--- config.mk ---
export PLATFORM = sky130hd
export DESIGN_NAME = sat_addsub_pipe
export DESIGN_NICKNAME = d
export VERILOG_FILES = /design/src/rtl/sat_addsub_pkg.sv /design/src/rtl/sat_addsub_pipe_lane.sv /design/src/rtl/sat_addsub_pipe.sv
export SDC_FILE = /design/constraint.sdc
export NUM_CORES = 1
export LEC_CHECK = 0
export CAP_MARGIN = 0
export CORE_ASPECT_RATIO = 0.6
export CORE_MARGIN = 8
export CORE_UTILIZATION = 52
export DETAILED_ROUTE_END_ITERATION = 10
export GPL_ROUTABILITY_DRIVEN = 0
export PLACE_DENSITY = 0.76
export SYNTH_ARGS = -nofsm -noshare
export SYNTH_HDL_FRONTEND = slang
export SYNTH_SLANG_ARGS = --single-unit
export TNS_END_PERCENT = 10
--- constraint.sdc ---
create_clock -name clk -period 3.7 [get_ports clk]
set_clock_uncertainty 0.2 [all_clocks]
set_input_delay 0.555 -clock clk [delete_from_list [all_inputs] [get_ports clk]]
set_output_delay 0.555 -clock clk [all_outputs]
set_load 0.005 [all_outputs]
--- src/rtl/sat_addsub_pkg.sv ---
// rtl/sat_addsub_pkg.sv - shared constants and saturation helpers for the saturating add/sub pipe
// Saturation patterns are built as constant functions so widths stay parameter-driven.
package sat_addsub_pkg;

  localparam int MAXW = 64;

  localparam logic MODE_FULL   = 1'b0;
  localparam logic MODE_PACKED = 1'b1;

  function automatic logic [MAXW-1:0] sat_max(input int w);
    logic [MAXW-1:0] v;
    v = '0;
    for (int k = 0; k < MAXW; k++) begin
      if (k < w - 1) v[k] = 1'b1;
    end
    return v;
  endfunction

  function automatic logic [MAXW-1:0] sat_min(input int w);
    logic [MAXW-1:0] v;
    v = '0;
    for (int k = 0; k < MAXW; k++) begin
      if (k == w - 1) v[k] = 1'b1;
    end
    return v;
  endfunction

endpackage

--- src/rtl/sat_addsub_pipe_lane.sv ---
// rtl/sat_addsub_pipe_lane.sv - one lane of carry-select sums with group P/G and MSB carry terms
// b is already inverted for subtraction; the caller picks cin later.
module sat_lane_add #(
  parameter int LANE = 4
) (
  input  logic [LANE-1:0] a,
  input  logic [LANE-1:0] b,
  output logic [LANE-1:0] sum0,
  output logic [LANE-1:0] sum1,
  output logic            p,
  output logic            g,
  output logic            cm0,
  output logic            cm1,
  output logic            co0,
  output logic            co1
);

  logic [LANE:0] w_s0;
  logic [LANE:0] w_s1;

  assign w_s0 = {1'b0, a} + {1'b0, b};
  assign w_s1 = w_s0 + {{LANE{1'b0}}, 1'b1};

  assign sum0 = w_s0[LANE-1:0];
  assign sum1 = w_s1[LANE-1:0];
  assign co0  = w_s0[LANE];
  assign co1  = w_s1[LANE];

  assign p = &(a ^ b);
  assign g = w_s0[LANE];

  // Carry into the MSB recovered from the MSB sum bit and its operands.
  assign cm0 = w_s0[LANE-1] ^ a[LANE-1] ^ b[LANE-1];
  assign cm1 = w_s1[LANE-1] ^ a[LANE-1] ^ b[LANE-1];

endmodule

--- src/rtl/sat_addsub_pipe.sv ---
// rtl/sat_addsub_pipe.sv - two-stage full-width / packed-lane saturating add/sub with valid/ready
// Stage 1 registers per-lane carry-select sums; stage 2 resolves carries, saturates and holds the output.
module sat_addsub_pipe
  import sat_addsub_pkg::*;
#(
  parameter int WIDTH = 16,
  parameter int LANE  = 4
) (
  input  logic                    clk,
  input  logic                    rst_n,
  input  logic                    in_valid,
  output logic                    in_ready,
  input  logic                    padd,
  input  logic                    sub,
  input  logic [WIDTH-1:0]        a,
  input  logic [WIDTH-1:0]        b,
  output logic                    out_valid,
  input  logic                    out_ready,
  output logic [WIDTH-1:0]        s,
  output logic                    cout,
  output logic [WIDTH/LANE-1:0]   ovfl,
  output logic [WIDTH/LANE-1:0]   sat_sticky,
  input  logic                    clr_sticky
);

  localparam int NLANE = WIDTH / LANE;

  localparam logic [MAXW-1:0]  LANE_MAX_X = sat_max(LANE);
  localparam logic [MAXW-1:0]  LANE_MIN_X = sat_min(LANE);
  localparam logic [MAXW-1:0]  FULL_MAX_X = sat_max(WIDTH);
  localparam logic [MAXW-1:0]  FULL_MIN_X = sat_min(WIDTH);
  localparam logic [LANE-1:0]  LANE_MAX   = LANE_MAX_X[LANE-1:0];
  localparam logic [LANE-1:0]  LANE_MIN   = LANE_MIN_X[LANE-1:0];
  localparam logic [WIDTH-1:0] FULL_MAX   = FULL_MAX_X[WIDTH-1:0];
  localparam logic [WIDTH-1:0] FULL_MIN   = FULL_MIN_X[WIDTH-1:0];

  typedef struct packed {
    logic [WIDTH-1:0] sum0;
    logic [WIDTH-1:0] sum1;
    logic [NLANE-1:0] p;
    logic [NLANE-1:0] g;
    logic [NLANE-1:0] cm0;
    logic [NLANE-1:0] cm1;
    logic [NLANE-1:0] co0;
    logic [NLANE-1:0] co1;
    logic             padd;
    logic             sub;
  } st1_t;

  logic [WIDTH-1:0] w_b_eff;
  logic [WIDTH-1:0] w_sum0;
  logic [WIDTH-1:0] w_sum1;
  logic [NLANE-1:0] w_p;
  logic [NLANE-1:0] w_g;
  logic [NLANE-1:0] w_cm0;
  logic [NLANE-1:0] w_cm1;
  logic [NLANE-1:0] w_co0;
  logic [NLANE-1:0] w_co1;
  st1_t             w_st1_d;

  st1_t             r_st1;
  logic             r_v1;
  logic             r_v2;
  logic [WIDTH-1:0] r_s;
  logic             r_cout;
  logic [NLANE-1:0] r_ovfl;
  logic [NLANE-1:0] r_sticky;

  logic             w_ld1;
  logic             w_ld2;
  logic             w_xfer;
  logic [NLANE:0]   w_c;
  logic [WIDTH-1:0] w_raw;
  logic [NLANE-1:0] w_lane_ovf;
  logic [WIDTH-1:0] w_sat;
  logic [NLANE-1:0] w_ovf;
  logic             w_cout;

  assign w_b_eff = sub ? ~b : b;

  for (genvar gi = 0; gi < NLANE; gi++) begin : g_lane
    sat_lane_add #(.LANE(LANE)) u_lane (
      .a    (a[gi*LANE +: LANE]),
      .b    (w_b_eff[gi*LANE +: LANE]),
      .sum0 (w_sum0[gi*LANE +: LANE]),
      .sum1 (w_sum1[gi*LANE +: LANE]),
      .p    (w_p[gi]),
      .g    (w_g[gi]),
      .cm0  (w_cm0[gi]),
      .cm1  (w_cm1[gi]),
      .co0  (w_co0[gi]),
      .co1  (w_co1[gi])
    );
  end

  always_comb begin
    w_st1_d      = '0;
    w_st1_d.sum0 = w_sum0;
    w_st1_d.sum1 = w_sum1;
    w_st1_d.p    = w_p;
    w_st1_d.g    = w_g;
    w_st1_d.cm0  = w_cm0;
    w_st1_d.cm1  = w_cm1;
    w_st1_d.co0  = w_co0;
    w_st1_d.co1  = w_co1;
    w_st1_d.padd = padd;
    w_st1_d.sub  = sub;
  end

  assign w_ld2    = !r_v2 | out_ready;
  assign w_ld1    = !r_v1 | w_ld2;
  assign w_xfer   = r_v2 & out_ready;
  assign in_ready = w_ld1;

  always_ff @(posedge clk or negedge rst_n) begin
    if (!rst_n) begin
      r_v1  <= 1'b0;
      r_st1 <= '0;
    end else if (w_ld1) begin
      r_v1 <= in_valid;
      if (in_valid) r_st1 <= w_st1_d;
    end
  end

  // Packed lanes each see cin = sub; full mode ripples lane P/G from cin = sub.
  always_comb begin
    w_c        = '0;
    w_raw      = '0;
    w_lane_ovf = '0;
    w_c[0]     = r_st1.sub;
    for (int i = 0; i < NLANE; i++) begin
      if (r_st1.padd == MODE_PACKED) w_c[i+1] = r_st1.sub;
      else                           w_c[i+1] = r_st1.g[i] | (r_st1.p[i] & w_c[i]);
      w_raw[i*LANE +: LANE] = w_c[i] ? r_st1.sum1[i*LANE +: LANE] : r_st1.sum0[i*LANE +: LANE];
      w_lane_ovf[i] = (w_c[i] ? r_st1.cm1[i] : r_st1.cm0[i])
                    ^ (w_c[i] ? r_st1.co1[i] : r_st1.co0[i]);
    end
  end

  always_comb begin
    w_sat  = w_raw;
    w_ovf  = '0;
    w_cout = 1'b0;
    if (r_st1.padd == MODE_PACKED) begin
      w_ovf = w_lane_ovf;
      for (int i = 0; i < NLANE; i++) begin
        if (w_lane_ovf[i]) begin
          w_sat[i*LANE +: LANE] = w_raw[i*LANE + LANE - 1] ? LANE_MAX : LANE_MIN;
        end
      end
    end else begin
      w_ovf[NLANE-1] = w_lane_ovf[NLANE-1];
      w_cout         = w_c[NLANE];
      if (w_lane_ovf[NLANE-1]) w_sat = w_raw[WIDTH-1] ? FULL_MAX : FULL_MIN;
    end
  end

  always_ff @(posedge clk or negedge rst_n) begin
    if (!rst_n) begin
      r_v2   <= 1'b0;
      r_s    <= '0;
      r_cout <= 1'b0;
      r_ovfl <= '0;
    end else if (w_ld2) begin
      r_v2 <= r_v1;
      if (r_v1) begin
        r_s    <= w_sat;
        r_cout <= w_cout;
        r_ovfl <= w_ovf;
      end
    end
  end

  // A clear and a new saturation in the same cycle keep the new bits.
  always_ff @(posedge clk or negedge rst_n) begin
    if (!rst_n) begin
      r_sticky <= '0;
    end else if (clr_sticky | w_xfer) begin
      r_sticky <= (clr_sticky ? '0 : r_sticky) | (w_xfer ? r_ovfl : '0);
    end
  end

  assign out_valid  = r_v2;
  assign s          = r_s;
  assign cout       = r_cout;
  assign ovfl       = r_ovfl;
  assign sat_sticky = r_sticky;

endmodule

==> results.tsv <==
stage	metric	value	unit
status	status	complete, no violations	
global_route	GRT Residual Overflow	0	
drt	TritonRoute pass-1 iters	4	
setup_path	critical path endpoint category	register	
drt	Vias	3483	
setup_path	critical path fanouts, max	15	
floorplanning	initial core utilization	53.5	%
setup_path	critical path required time	3.71	ns
synthesis	Synth Area in Compound Gates	15.5	%
clock_tree	# H-tree levels	3	
power	Leakage	2.47	nW
final_layout	final net count	564	
clock_tree	post-CTS setup buffer count	0	
clock_tree	CTS resizes	0	
setup_path	Crit Path Category	input port to register	
timing	unrepaired setup endpoints after global routing	no	
clock_tree	clock-pin slew on the worst setup and hold paths	0.06	ns
final_layout	Diodes inserted	0	
clock_tree	Clk Latency, worst-skew pair	0.33	ns
setup_path	crit-path cells	clkdlybuf4s50_1, buf_4, xor2_1, ha_1, a21o_1, a21oi_1, xnor2_1, xnor3_1, xnor2_1, o21ai_0	
drt	Vias/cell	5.64	
synthesis	ys async rst share	100	%
global_route	pin count of the biggest net entering global routing	82	
run	number of max-cap violations	0	
setup_path	CP Launch Type	input port	
timing	Slew headroom	32.2	%
synthesis	largest family of logic cells by synthesized area	compound AO/OA/AOI/OAI gates	
final_layout	fill count	691	
floorplanning	Core ar.	8490	um^2
final_layout	Finished Layout Cells	618	
synthesis	Synth Area in Adders	7.27	%
timing	post-layout minimum cycle time	3.11	ns
placement	# port buffers	65	
setup_path	max incr delay on CP	0.45	ns
synthesis	yosys warns	0	
synthesis	multiplexer share of the synthesized area	7.80	%
power	Pwr per Cell Area	677	nW/um^2
timing	Final Max Slew Viols	0	
synthesis	Post-Syn Instances	436	
timing	Fin. Hold Viols	0	
final_layout	sequential cell area	2030	um^2
clock_tree	Clock Sinks	81	
floorplanning	area of the die	12100	um^2
floorplanning	FP Rows	26	
synthesis	top-area cell type share of the netlist area	44.6	%
synthesis	top_reg_cell synth	dfrtp_1	
synthesis	Mapped Area	4540	um^2
power	maximum vdd ir drop	0.000266	V
synthesis	simple-gate share of the synthesized area	10.9	%
synthesis	most common cell in the netlist	dfrtp_1	
final_layout	share of layout cells above drive strength 1	10.1	%
drt	Final ANT Viol Nets	0	
global_route	initial antenna violation count	0	
global_route	gr usage total	18.1	%
setup_path	cell repeated most along the worst path	xnor2_1	
global_route	vias in the first global route	3437	
timing	final setup vio count	0	
timing	Worst-Margin Slew	1.02	ns
floorplanning	IO Pins	66	
synthesis	Seq/Total Area, Yosys	44.6	%
floorplanning	Die X	137	um
setup_path	CP arrival	3.12	ns
clock_tree	CTS hold repair buffers	0	
drt	Avg WL per Cell	17.0	um
clock_tree	TritonCTS clock tree	done	
global_route	first-pass GRT wire length	17200	um
synthesis	area leader, netlist	dfrtp_1	
drt	initial DRC count	175	
min_path	Hold Crit Class	input port to asynchronous set/reset pin	
timing	Final Cycle Share	84.0	%
synthesis	top area cells in the synthesized netlist	dfrtp_1 (45%), mux2_2 (5.7%), xor2_1 (5.6%)	
drt	WL final	10500	um
synthesis	EDFF count, synth	0	
final_layout	multi-input logic area	2420	um^2
placement	Placed Cells	602	
setup_path	critical path's slowest cell	clkdlybuf4s50_1	
synthesis	Mapped Avg Cell Area	10.4	um^2
timing	FMAX	322	MHz
clock_tree	clock root buffer	clkbuf_16	
clock_tree	TritonCTS Buffers	9	
synthesis	Synth Net Count	499	
timing	hold_ws	0.157	ns
synthesis	Yosys reg bits	81	
clock_tree	clock buffer depth	2	
drt	drc violations	0	
synthesis	Yosys cell types	46	
timing	TNS Setup	0	ns
synthesis	post-synthesis xor/xnor area fraction	11.8	%
power	Overall Power	0.00383	W
placement	final HPWL from detailed placement	8050	um
synthesis	Post-synth top cells	dfrtp_1 (81), nand2_1 (55), o21ai_0 (42)	
final_layout	Layout area overhead	24.4	%
floorplanning	die height	88.4	um
## through the flow
stage          worst slack [ns]  cell area (um^2)  util [%]
4_1_cts                   0.595              5650      66.5
2_1_floorplan             0.612              4540         -
3_5_place_dp              0.258              5320      62.7
6_report                  0.591              5650      66.5
3_3_place_gp              0.458              5320      62.7
5_1_grt                   0.432              5650      66.5
## layer usage
layer / track usage (%) / vias to the layer above / part of all wire (%)
met3: 4.82 / 11 / 6.1
met2: 27.2 / 97 / 43
li1: - / 1693 / -
met1: 24.9 / 1682 / 50
met4: 5.85 / 0 / 1.0
met5: 0 / - / 0
## cells in the final DEF, fill, tap and decap left out, types with 7 or more instances in the layout
| master | instances |
|---|---|
| o21ai_0 | 42 |
| dfrtp_1 | 81 |
| clkdlybuf4s50_1 | 64 |
| inv_1 | 7 |
| a21oi_1 | 17 |
| a21o_1 | 11 |
| nand2b_1 | 7 |
| nor2_1 | 10 |
| nand2_1 | 54 |
| mux2_2 | 23 |
| nand3_1 | 18 |
| clkbuf_16 | 9 |
| xor2_1 | 29 |
| ha_1 | 20 |
| mux2i_1 | 8 |
| xnor2_1 | 27 |
## critical path: cells and delay by family
kind	cells	cell delay, ns
compound gates	3	0.48
xor+xnor	4	1.05
fa+ha+maj	1	0.30
buf+inv	2	0.72
## worst paths after layout
kind,start,to,slack (ns),cells past startpoint
worst max-delay path,sub,r_st1[11]$_DFFE_PN0P_,0.59,10
worst min-delay path,rst_n,r_st1[17]$_DFFE_PN0P_,0.16,1
worst max register to register,r_st1[1]$_DFFE_PN0P_,s[7]$_DFFE_PN0P_,0.98,6
worst min register to register,s[13]$_DFFE_PN0P_,s[13]$_DFFE_PN0P_,0.28,1
max in group asynchronous,rst_n,r_st1[14]$_DFFE_PN0P_,2.45,1
min in group clk,s[13]$_DFFE_PN0P_,s[13]$_DFFE_PN0P_,0.28,1
## cells by family (layout without fill, tap and decap cells)
kind of cell	Yosys count	count (layout)
adder cells (fa/ha/maj)	24	24
multiplexers	32	32
buffers and inverters	24	94
AND/OR/NAND/NOR	109	109
flip-flops	81	81
XOR/XNOR	58	58
AO/OA/AOI/OAI	108	108
## layout make-up
| class | count | area share [%] |
|---|---|---|
| Inverter | 7 | 0.465 |
| Sequential cell | 81 | 35.9 |
| Tap cell | 112 | 2.48 |
| Timing Repair Buffer | 71 | 12.5 |
| Clock buffer | 11 | 4.47 |
| Clock inverter | 5 | 1.37 |
| Multi-Input combinational cell | 331 | 42.8 |
## registers in the layout, summed over array words and instances (netlist names)
register	count
r_st1	54
s	16
ovfl	4
sat_sticky	4
cout	1
out_valid	1
r_v1	1
## where the power goes
group	total [W]	internal (W)	switching, W	leakage, nW
logic	0.00143	0.000750	0.000683	1.32
clock network	0.000969	0.000625	0.000344	0.162
registers	0.00142	0.00119	0.000235	0.992
total	0.00383	0.00256	0.00126	2.47
No activity file was read; power rests on OpenSTA's default activity.
